<file path="src/rtl/pc_pkg.sv">
// Shared CPU constants for the program counter.
// This package holds the address width, the reset vector, and the next-value select encoding.
package pc_pkg;

  localparam int unsigned           PC_WIDTH = 4;
  localparam logic [PC_WIDTH-1:0]   PC_RESET = '0;

  // Source of the next program counter value.
  typedef enum logic {
    PC_SEL_INC  = 1'b0,
    PC_SEL_LOAD = 1'b1
  } pc_sel_e;

endpackage : pc_pkg

</file>
<file path="src/rtl/pc.sv">
// Program counter for the 4-bit CPU.
// Each cycle it either loads a jump/start address or advances by one; the output comes straight from a flop.
module pc
  import pc_pkg::*;
#(
  parameter int unsigned WIDTH = PC_WIDTH
) (
  input  logic             clk,
  input  logic             rst_n,
  input  logic [WIDTH-1:0] PC_INIT,
  input  logic             set_pc,
  output logic [WIDTH-1:0] PC_CURR
);

  logic [WIDTH-1:0] pc_q;
  logic [WIDTH-1:0] pc_d;
  pc_sel_e          sel;

  // Load wins over increment. The incrementer wraps at 2^WIDTH because its result is truncated.
  // NOTE: assign every always_comb output a default first so that no latch is inferred.
  always_comb begin
    sel  = set_pc ? PC_SEL_LOAD : PC_SEL_INC;
    pc_d = pc_q + WIDTH'(1);
    unique case (sel)
      PC_SEL_LOAD: pc_d = PC_INIT;
      PC_SEL_INC:  pc_d = pc_q + WIDTH'(1);
      default:     pc_d = pc_q + WIDTH'(1);
    endcase
  end

  // NOTE: state is updated with non-blocking assignments so every flop samples pre-edge values.
  always_ff @(posedge clk or negedge rst_n) begin
    if (!rst_n) begin
      pc_q <= WIDTH'(PC_RESET);
    end else begin
      pc_q <= pc_d;
    end
  end

  assign PC_CURR = pc_q;

endmodule : pc

</file>
<file path="config.mk">
export PLATFORM = sky130hd
export DESIGN_NAME = pc
export DESIGN_NICKNAME = d
export VERILOG_FILES = /design/src/rtl/pc_pkg.sv /design/src/rtl/pc.sv
export SDC_FILE = /design/constraint.sdc
export NUM_CORES = 1
export LEC_CHECK = 0
export CAP_MARGIN = 30
export CORE_AREA = 2 2 39 41
export CTS_BUF_LIST = sky130_fd_sc_hd__clkbuf_8
export CTS_CLUSTER_DIAMETER = 200
export DETAILED_ROUTE_END_ITERATION = 8
export DIE_AREA = 0 0 41 43
export PLACE_DENSITY_LB_ADDON = 0.05
export RECOVER_POWER = 25
export SYNTH_ARGS = -nofsm -noshare
export SYNTH_HDL_FRONTEND = slang
export SYNTH_SLANG_ARGS = --single-unit
</file>
<file path="constraint.sdc">
create_clock -name clk -period 1.3 [get_ports clk]
set_input_delay 0.39 -clock clk [delete_from_list [all_inputs] [get_ports clk]]
set_output_delay 0.39 -clock clk [all_outputs]
set_load 0.01 [all_outputs]
</file>
==> impl_summary.md <==
Setup path
The kind of cell adding the most delay to the critical path is flip-flops. Traced cell by cell, the critical path runs through dlygate4sd2_1. The capturing element type of the critical path is an output port.

The setup path with the least slack is of type flop to output port. At the worst endpoint, the required time is approximately 0.9 ns. STA puts the critical path data arrival time at 0.87 ns. The sum of buffers and inverters on the critical path is 1. STA classifies the critical path startpoint as a flop. For this design, the slowest cell found on the critical path is dfrtp_1. The delay of the slowest cell on the worst path is approximately 0.37 ns. The largest fanout on the critical path is 2.

Clock tree
The TritonCTS clock tree is done. The worst-case clock buffer depth is 2. The number of buffers inserted to repair setup after CTS is 0. The cell sitting at the root of the clock tree is a clkbuf_8. The insertion delay of the later-clocked pin in the worst-skew pair is around 0.22 ns.

The clock edge transition at the registers on the reported setup and hold paths is about 0.03 ns. The count of clock tree sinks is 4. Counting the buffers created by CTS gives 3. The number of resized instances in the post-cts repair step is 4. CTS built an H-tree with a depth of 1.

The number of buffers added to fix hold violations after cts is 0.

Drt
After detailed routing, the number of vias per cell comes to 3.490. The detail route stage leaves a number of antenna-violating nets equal to 0. The number of optimization iterations in the first detailed-route pass is 3.

The detailed-route via count is approximately 170. After detailed routing, the number of remaining DRC violations is 0. The detailed router finished its first iteration with 3 violations. The routed wire length is around 450 um. Dividing the detail-routed wire length by the instance count gives between 9 and 10 um.

Layout
The fraction of layout instances using a drive strength above 1 is a little over a quarter. The net count of the finished layout is 43. The register with the most flip-flops in the layout has 4 of them. The count of cells in the finished layout, fillers not included, comes to 49. The number of diodes added for antenna fixing is 0. From synthesis to final layout, the design area changed by 112.3%. The number of inserted filler cells in the final layout is ~150. The summed area of non-filler cells in the final layout is roughly 370 um2. The utilization after layout is between 20% and 30%.

Yosys
Summing the areas of all xor and xnor instances in the mapped netlist gives 10.14% of the synthesized area. The synthesized netlist devotes slightly below 9% of its cell area to compound gates. The netlist area before placement is around 170 um2. The count of cell types in the netlist is 9. The top cell type by area accounts for between 50 and 60% of the synthesized area. The number of instances in the synthesized netlist is 15. The flop and latch count out of synthesis is 4. The combinational family with the most area after synthesis is XOR/XNOR gates. The synthesized netlist devotes 7.246% of its cell area to adder and majority cells.

The largest area contributor in the netlist is dfrtp_1. The share of the yosys chip area belonging to registers is between 50% and 60%. The average cell area after synthesis is 11.51 um2. In the post-synthesis netlist, the biggest area contributors are dfrtp_1 (58%), ha_1 (7.2%), mux2_2 (6.5%), nand2_1 (6.5%), o21ai_0 (5.8%). Counting every net in the synthesized netlist gives 23. The portion of synthesized area spent on multiplexers is between 6 and 7%.

The post-synthesis simple-gate area fraction is a little under a tenth. For this run, the number of Yosys warnings is 0.

Run
The number of maximum-capacitance constraint violations is 0.

GRT
The most used routing layer is met2. The global-route met2 utilization is roughly 8.8%. The met1 demand-to-capacity share in global routing is under 10%. Entering global routing, the biggest net connects 7 pins. For this run the aggregate overflow at the end of global routing stands at 0. The first global-routing pass estimated 703 um of wire. The global-route total usage across every layer is just under 7%. The number of global-route vias before repair is 181. Global routing used 8.377% of the available met3 tracks. The number of antenna violations at the first check in global routing is 0.

Outcome
The run finished with clean final reports.

Timing
Setup violations remaining at the end of the flow were counted as 0. The relative slew slack is 85.48%. Setup repair after global routing left no endpoint under its margin.

The maximum clock frequency is just under 0.8 GHz. The routed design could run at a clock period as short as about 1.3 ns. The post-layout worst setup margin is ~0.043 ns. The final number of hold-violating endpoints is 0. The share of the clock period used by the worst path after layout is between 90% and 100%. The number of max-slew violations in the final report came to 0.

The worst-margin pin slew is 0.2171 ns. Between clock sinks in the finished design, the worst skew comes to 0.002711 ns.

Place
In this run, placement finished with an instance count of 46. The HPWL after detailed placement is 346.7 um. The final weighted congestion of routability-driven global placement is approximately 0.66. Before CTS, the worst setup slack after placement is -0.02795 ns.

The count of buffers added on input and output ports is 10. In this run the cell area measured after placement is approximately 330 um2.

Power
In this run the power density over the cells is 1476 nW/um2. IR analysis of the VDD net gives a maximum drop of a little over 0.5 mV. In this run the static leakage power is 0.1679 nW.

Floorplan
The placement row count is 14. The die span in y is roughly 43 um. The area of the placeable core is 1384 um2.

The die covers 1763 um2. The die is roughly 40 um wide. The initial utilization of the core area, before any placement, comes to 12.48%. 11 I/O pins were placed.

Hold path
The classification of the worst-slack hold path is input pin to asynchronous set/reset pin.
==> logic make-up after synthesis <==
| group | Yosys count |
|---|---|
| compound gates | 3 |
| xor+xnor | 2 |
| fa+ha+maj | 1 |
| flops | 4 |
| mux | 1 |
| simple gates | 4 |
==> path summary, 6_finish.rpt <==
kind                       slack [ns]          to  cells past startpoint        from
hold / removal                   0.46  PC_CURR[2]                      1       rst_n
setup reg to reg                 0.15  PC_CURR[1]                      3  PC_CURR[0]
max in group asynchronous        0.66  PC_CURR[0]                      1       rst_n
setup / recovery                 0.04  PC_CURR[1]                      1  PC_CURR[1]
min in group clk                 0.57  PC_CURR[0]                      2  PC_CURR[0]
hold reg to reg                  0.57  PC_CURR[0]                      2  PC_CURR[0]
==> per-layer routing <==
layer	up-vias	share of wire, %
li1	87	-
met1	73	41
met2	11	41
met3	0	18
met4	0	0
met5	-	0
==> report_power, final <==
group,internal (W),switching [W],leakage (nW)
sequential,0.000144,0.00000898,0.0477
combinational,0.0000783,0.0000474,0.0986
clock,0.000197,0.0000649,0.0216
total,0.000420,0.000121,0.168
==> cells in the mapped netlist (all sizes together) <==
cell,count
dfrtp,4
ha,1
mux2,1
nand2,3
nand3,1
o21ai,3
xnor2,1
xor2,1
==> cells in the final DEF (no fill, tap or decap), drive strengths merged <==
cell	netlist	layout
clkdlybuf4s50	0	5
buf	0	5
dfrtp	4	4
dlygate4sd2	0	4
nand2	3	3
clkbuf	0	3
o21ai	3	3
mux2	1	1
nand3	1	1
xor2	1	1
xnor2	1	1
ha	1	1
dlygate4sd3	0	1
==> metrics by stage <==
step / setup TNS [ns] / hold slack, ns / total power (W)
floorplan: 0 / 0.09441 / 0.0002005
global placement: -0.01925 / 0.5696 / 0.0002989
detailed placement: -0.02795 / 0.5691 / 0.0002973
CTS: 0 / 0.3934 / 0.0005550
global route: 0 / 0.4737 / 0.0005796
finish: 0 / 0.4576 / 0.0005410
==> cell type report <==
class | count | area (um2) | area share, %
Clock buffer | 3 | 41.29 | 11.26
Multi-Input combinational cell | 11 | 72.57 | 19.80
Sequential cell | 4 | 100.1 | 27.30
Tap cell | 16 | 20.02 | 5.461
Timing Repair Buffer | 15 | 132.6 | 36.18
Note: power is estimated with default switching activity, not from simulation.
